[src/rtl/prog_mem_loader.sv]
// Loadable program memory: a byte-serial boot port fills a RAM after reset,
// then instruction fetches are served with a negedge-registered read.
module prog_mem_loader #(
    parameter int DATA_WIDTH = 16,
    parameter int ADDR_WIDTH = 8,
    parameter int DEPTH      = 256
) (
    input  logic                  clk,
    input  logic                  reset,
    input  logic [ADDR_WIDTH-1:0] addr,
    output logic [DATA_WIDTH-1:0] data,
    input  logic                  ld_start,
    input  logic                  ld_valid,
    input  logic [7:0]            ld_byte,
    input  logic                  ld_last,
    output logic                  ld_ready,
    output logic                  busy,
    output logic [ADDR_WIDTH:0]   word_count,
    output logic                  ovf
);

    localparam int BYTES  = DATA_WIDTH / 8;
    localparam int IDX_W  = (BYTES > 1) ? $clog2(BYTES) : 1;
    localparam int MEM_AW = (DEPTH > 1) ? $clog2(DEPTH) : 1;

    localparam logic [IDX_W-1:0]    IDX_LAST = IDX_W'(BYTES - 1);
    localparam logic [ADDR_WIDTH:0] DEPTH_W  = (ADDR_WIDTH + 1)'(DEPTH);
    localparam logic [ADDR_WIDTH:0] WC_ONE   = (ADDR_WIDTH + 1)'(1);

    typedef enum logic {
        ST_LOAD,
        ST_RUN
    } state_e;

    state_e                  state_q, state_d;
    logic [ADDR_WIDTH:0]     word_count_q, word_count_d;
    logic [IDX_W-1:0]        idx_q, idx_d;
    logic [DATA_WIDTH-1:0]   asm_q, asm_d;
    logic                    ovf_q, ovf_d;
    logic [DATA_WIDTH-1:0]   data_q, data_d;
    logic [DATA_WIDTH-1:0]   mem_q [DEPTH];

    logic                    wr_en;
    logic [MEM_AW-1:0]       wr_idx;
    logic [DATA_WIDTH-1:0]   wr_word;
    logic [ADDR_WIDTH:0]     wc_inc;

    assign wc_inc = word_count_q + WC_ONE;
    assign wr_idx = word_count_q[MEM_AW-1:0];

    always_comb begin
        state_d      = state_q;
        word_count_d = word_count_q;
        idx_d        = idx_q;
        asm_d        = asm_q;
        ovf_d        = ovf_q;
        wr_en        = 1'b0;
        wr_word      = asm_q;
        for (int i = 0; i < BYTES; i++) begin
            if (idx_q == IDX_W'(i)) begin
                wr_word[8*i +: 8] = ld_byte;
            end
        end
        case (state_q)
            ST_LOAD: begin
                if (ld_valid) begin
                    if (ld_last || idx_q == IDX_LAST) begin
                        wr_en        = 1'b1;
                        word_count_d = wc_inc;
                        idx_d        = '0;
                        asm_d        = '0;
                        if (ld_last) begin
                            state_d = ST_RUN;
                        end else if (wc_inc == DEPTH_W) begin
                            state_d = ST_RUN;
                            ovf_d   = 1'b1;
                        end
                    end else begin
                        asm_d = wr_word;
                        idx_d = idx_q + IDX_W'(1);
                    end
                end
            end
            ST_RUN: begin
                if (ld_start) begin
                    state_d      = ST_LOAD;
                    word_count_d = '0;
                    idx_d        = '0;
                    asm_d        = '0;
                    ovf_d        = 1'b0;
                end
            end
            default: state_d = ST_LOAD;
        endcase
    end

    // Reads return NOP while loading, so a same-cycle write/read never collides.
    always_comb begin
        data_d = '0;
        if (state_q == ST_RUN && {1'b0, addr} < word_count_q) begin
            data_d = mem_q[addr[MEM_AW-1:0]];
        end
    end

    always_ff @(posedge clk) begin
        if (reset) begin
            state_q      <= ST_LOAD;
            word_count_q <= '0;
            idx_q        <= '0;
            asm_q        <= '0;
            ovf_q        <= 1'b0;
        end else begin
            state_q      <= state_d;
            word_count_q <= word_count_d;
            idx_q        <= idx_d;
            asm_q        <= asm_d;
            ovf_q        <= ovf_d;
        end
    end

    always_ff @(posedge clk) begin
        if (wr_en && !reset) begin
            mem_q[wr_idx] <= wr_word;
        end
    end

    always_ff @(negedge clk) begin
        if (reset) begin
            data_q <= '0;
        end else begin
            data_q <= data_d;
        end
    end

    assign data       = data_q;
    assign ld_ready   = (state_q == ST_LOAD);
    assign busy       = (state_q == ST_LOAD);
    assign word_count = word_count_q;
    assign ovf        = ovf_q;

endmodule
[config.mk]
export PLATFORM = sky130hd
export DESIGN_NAME = prog_mem_loader
export DESIGN_NICKNAME = d
export VERILOG_FILES = /design/src/rtl/prog_mem_loader.sv
export SDC_FILE = /design/constraint.sdc
export NUM_CORES = 2
export LEC_CHECK = 0
export BUFFER_PORTS_ARGS = -buffer_cell sky130_fd_sc_hd__buf_2
export CAP_MARGIN = 20
export CORE_MARGIN = 3
export CORE_UTILIZATION = 40
export DETAILED_ROUTE_END_ITERATION = 10
export PLACE_DENSITY = 0.53
export SYNTH_ARGS = -nofsm -noshare
export SYNTH_HDL_FRONTEND = slang
export SYNTH_SLANG_ARGS = --single-unit
[constraint.sdc]
create_clock -name clk -period 5 [get_ports clk]
set_clock_uncertainty 0.2 [all_clocks]
set_input_delay 0.75 -clock clk [delete_from_list [all_inputs] [get_ports clk]]
set_output_delay 0.75 -clock clk [all_outputs]
set_load 0.01 [all_outputs]
======== Word-level counts from Yosys, hierarchy flattened ========
Memories as Yosys holds them, arrays and structs flattened. A register that Yosys moved wholly into a read port is not among the register bits.
Index checks and enable logic that the tools add are counted.
storage, ports and cells
  register bits after elaboration ......... 28
  memory bits (writable) .................. 4096
  input bits .............................. 21
  output and inout bits ................... 28
  logic and storage cells ................. 55
  memories kept ........................... 1
cells by class
  add/subtract/negate cells ............... 2
  $lt $le $gt $ge ......................... 1
  equal/unequal tests ..................... 6
  mux-type cells .......................... 30
  bitwise logic cells ..................... 2
  reduce and logical (&&, ||, !) cells .... 8
memories
  name   depth  width  read ports  clocked after memory_dff  write ports  line  RTL
  mem_q  256    16     1           1                         1            41    logic [DATA_WIDTH-1:0] mem_q [DEPTH];
operator list
  operator             number
  $mux 16              3
  $pmux 16 s2          1
  $mux 9               3
  $pmux 9 s2           1
  $mux 1               17
  $mux 8               2
  $add 9x1->9 const B  1
  $eq 9x9->1 const B   1
  $lt 8x9->1           1
  $ne 2x2->1 const B   3
  $pmux 1 s2           3
  $reduce_and 5->1     1
  $ne 2x1->1 const B   2
  $reduce_and 3->1     1
  $logic_and 1x1->1    2
  $not 1->1            2
  $reduce_and 2->1     1
  $reduce_or 2->1      1
  $add 1x1->1 const B  1
  $logic_not 1->1      1
  $logic_or 1x1->1     1

======== Longest topological paths before layout ========
  word-level depth ........................ 7
  gate-level depth with buffers ........... 12

==> key figures <==
Run status
  – Status: finished with violations
  – Violated checks: setup timing

Floorplan
  – Site Rows: between 200 and 250
  – Initial Util: 40.3%
  – Core area: 394000 um^2
  – Top Ports: 49
  – Die width: 636 um
  – Die ar.: 405000 um^2
  – Die height: approximately 640 um

Synth
  – Post-Synth Simple-Gate Area: 2.27%
  – Dominant cell type by area after synthesis: edfxtp_1
  – Post-Syn Nets: 7434
  – Flop and latch count out of synthesis: 4140
  – Compound-cell area share of the yosys netlist: 3.03%
  – Synth async-reset ratio: 0%
  – Most frequent cell after synthesis: edfxtp_1
  – Number of flops mapped to enable cells by yosys: 4096
  – Synth cell count leaders: edfxtp_1 (4096), mux4_2 (850), mux2i_1 (431)
  – Share of the synthesized area in the top cell type: between 70 and 80%
  – Multiplexer share of the synthesized area: 14.9%
  – Avg Cell Area, Syn: 21.5 um^2
  – Synth Area in XOR/XNOR: less than 1%
  – Synthesized area: ~160000 um^2
  – Sequential area share after synthesis: 77.9%
  – Synth area leaders: edfxtp_1 (77%), mux4_2 (12%), mux2i_1 (2.7%)
  – Yosys cell types: 65
  – Syn Inst Count: 7401
  – Synthesized-area fraction occupied by adder cells: 0.0945%
  – Largest family of logic cells by synthesized area: multiplexers
  – Synth Flop Type: edfxtp_1
  – Synth Warn #: 0

Timing
  – Max Transition Viols Final: 0
  – Endpoints failing setup: 5
  – Setup TNS: -0.171 ns
  – Worst slew margin: 10.8%
  – RSZ-0062 raised after global routing: true
  – Slew @ Worst Pin: ~1.3 ns
  – Final Hold Vio Count: 0
  – Final WS setup: -0.0737 ns

Critical path
  – CP Max Fanout: 29
  – RR Startpoint: word_count[3]
  – Critical Path Start: addr[4]
  – CP required: 3.14 ns
  – Startpoint types: input pin
  – Crit. End Element: register
  – Crit path DAT: 3.21 ns
  – Crit Path Class: in2reg

Placed design
  – RD Place Congestion: 0.835
  – DPL Wire Length: 288 mm
  – Place WS: -1.50 ns
  – I/O Buffers: 48

Clock tree
  – CTS Root Cell: clkbuf_16
  – CTS tree: built
  – Clock slew at reported path FFs: 0.05 ns
  – Num CTS Buffers: 436
  – Bufs on Longest Clock Path: 4
  – Htree depth: 5
  – Clock sinks: 4140
  – Clock Latency Late Sink: 0.99 ns

GRT
  – Initial antenna violation count: 29
  – Vias in the first global route: 80832
  – Largest net degree at the start of global routing: 141
  – Overall Global Routing Usage: approximately 22%
  – Gr ovfl total: 0
  – First-pass GRT wire length: 637 mm

Route
  – Routed vias: slightly above 80000
  – Drt total wl: 456 mm
  – Via-to-Cell Ratio: 5.73
  – Antenna-violating nets left: 0
  – Drt wl/cell: 32.3 um
  – DRC Markers: 0
  – DRT Pass-1 Iters: 6
  – DR iter-0 viols: 9956

Finish
  – Final nets: between 8000 and 9000
  – Layout cell share with drive strength beyond 1: between 30 and 40%
  – Filler cell count: 31912
  – Final Util: 48.1%
  – Area grow syn2layout: 19.2%

Pwr
  – Cell Pwr Density: 390 nW/um^2
  – Leak pwr: 63.9 nW
  – Max VDD drop: 0.000281 V

Job
  – Max-cap violations: 0

Worst hold path
  – Hold_sp: reset
  – Hold Path Class: in2reg
## cell usage in the layout, fill, tap and decap left out, types with 27 or more instances in the layout
| cell type | synthesis | final |
|---|---|---|
| and2_1 | 44 | 40 |
| bufinv_16 | 0 | 34 |
| a221oi_1 | 47 | 38 |
| o221ai_1 | 31 | 30 |
| nand2_1 | 168 | 161 |
| clkinv_1 | 1 | 106 |
| a211oi_1 | 128 | 42 |
| a21oi_1 | 62 | 56 |
| buf_6 | 57 | 39 |
| clkbuf_1 | 143 | 91 |
| buf_12 | 7 | 144 |
| o22ai_1 | 223 | 212 |
| buf_4 | 71 | 840 |
| a22oi_1 | 78 | 74 |
| a211oi_2 | 0 | 78 |
| edfxtp_1 | 4096 | 4096 |
| mux4_2 | 850 | 850 |
| nand3_1 | 59 | 44 |
| o21ai_1 | 18 | 27 |
| o21ai_0 | 54 | 40 |
| mux2i_1 | 431 | 428 |
| buf_2 | 138 | 30 |
| clkinv_2 | 0 | 83 |
| clkbuf_16 | 0 | 454 |
| nor2_1 | 346 | 320 |
| nor3_1 | 46 | 36 |
| nand4_1 | 35 | 35 |
| buf_16 | 0 | 30 |
## critical path: stages
cell	delay, ns
buf_6	0.13
buf_12	0.15
inv_8	0.10
buf_4	0.19
buf_12	0.20
buf_12	0.26
buf_4	0.22
mux2i_1	0.08
a21oi_1	0.17
buf_4	0.18
nand4_1	0.44
nand4_1	0.24
## report_power, final
group          total, W  internal [W]  leakage, nW  switching (W)
Clock            0.0316        0.0182         6.90         0.0134
Combinational   0.00410       0.00156         17.4        0.00254
Sequential       0.0383        0.0383         39.6      0.0000115
Total            0.0739        0.0580         63.9         0.0159
## registers in the layout, indices dropped and copies added (netlist names)
register,flops
mem_q,4096
asm_q,16
data,16
word_count,9
idx_q,1
ovf,1
state_q,1
## worst paths after layout
kind	endpoint	slack [ns]	cells after the start
setup / recovery	data[15]	-0.07	12
hold / removal	word_count[1]	0.23	3
setup reg to reg	data[7]	-0.05	9
hold reg to reg	asm_q[15]	0.33	2
## cell type report
cell class / instances / area [um^2] / area share [%]
Timing Repair Buffer: 1108 / 11200 / 5.91
Inverter: 13 / 56.3 / 0.0297
Tap cell: 5220 / 6530 / 3.45
Antenna cell: 10 / 25.0 / 0.0132
Sequential cell: 4140 / 124000 / 65.4
Clock inverter: 269 / 2330 / 1.23
Clock buffer: 544 / 11600 / 6.12
Multi-Input combinational cell: 2809 / 33700 / 17.8
## cell families after synthesis
| group | Yosys count |
|---|---|
| xor gates and xnor gates | 3 |
| adders and majority gates | 12 |
| buffers and inverters | 452 |
| and+or+nand+nor | 795 |
| muxes | 1301 |
| DFF | 4140 |
| AOI/OAI and AO/OA | 698 |
## stage by stage
step	total power [W]	hold WS (ns)	instances	cell area, um^2
CTS	0.0745	0.135	14049	188000
finish	0.0739	0.227	14113	189000
detailed placement	0.0430	0.320	13217	173000
global placement	0.0429	0.305	13215	173000
global route	0.0761	0.201	14105	189000
floorplan	0.0411	0.260	7401	160000
## repair_timing
item                                    CTS  global route
buffers inserted                         16            45
cloned                                   10             8
endpoints found under the hold margin     4             0
resized for setup                       156            88
hold buffers                              3             0
endpoints found under the setup margin   32            20
pin swaps                                29            11
## metal layers
| metal | routed length (um) | GRT usage [%] | vias to the layer above | share of wire, % |
|---|---|---|---|---|
| met1 | 195000 | 32.3 | 43991 | 43 |
| met4 | 12800 | 5.92 | 6 | 2.8 |
| met5 | 38 | 0 | - | 0.0083 |
| met2 | 214000 | 34.8 | 2965 | 47 |
| li1 | - | - | 33379 | - |
| met3 | 33900 | 3.45 | 578 | 7.4 |
No activity file was read; power rests on OpenSTA's default activity.
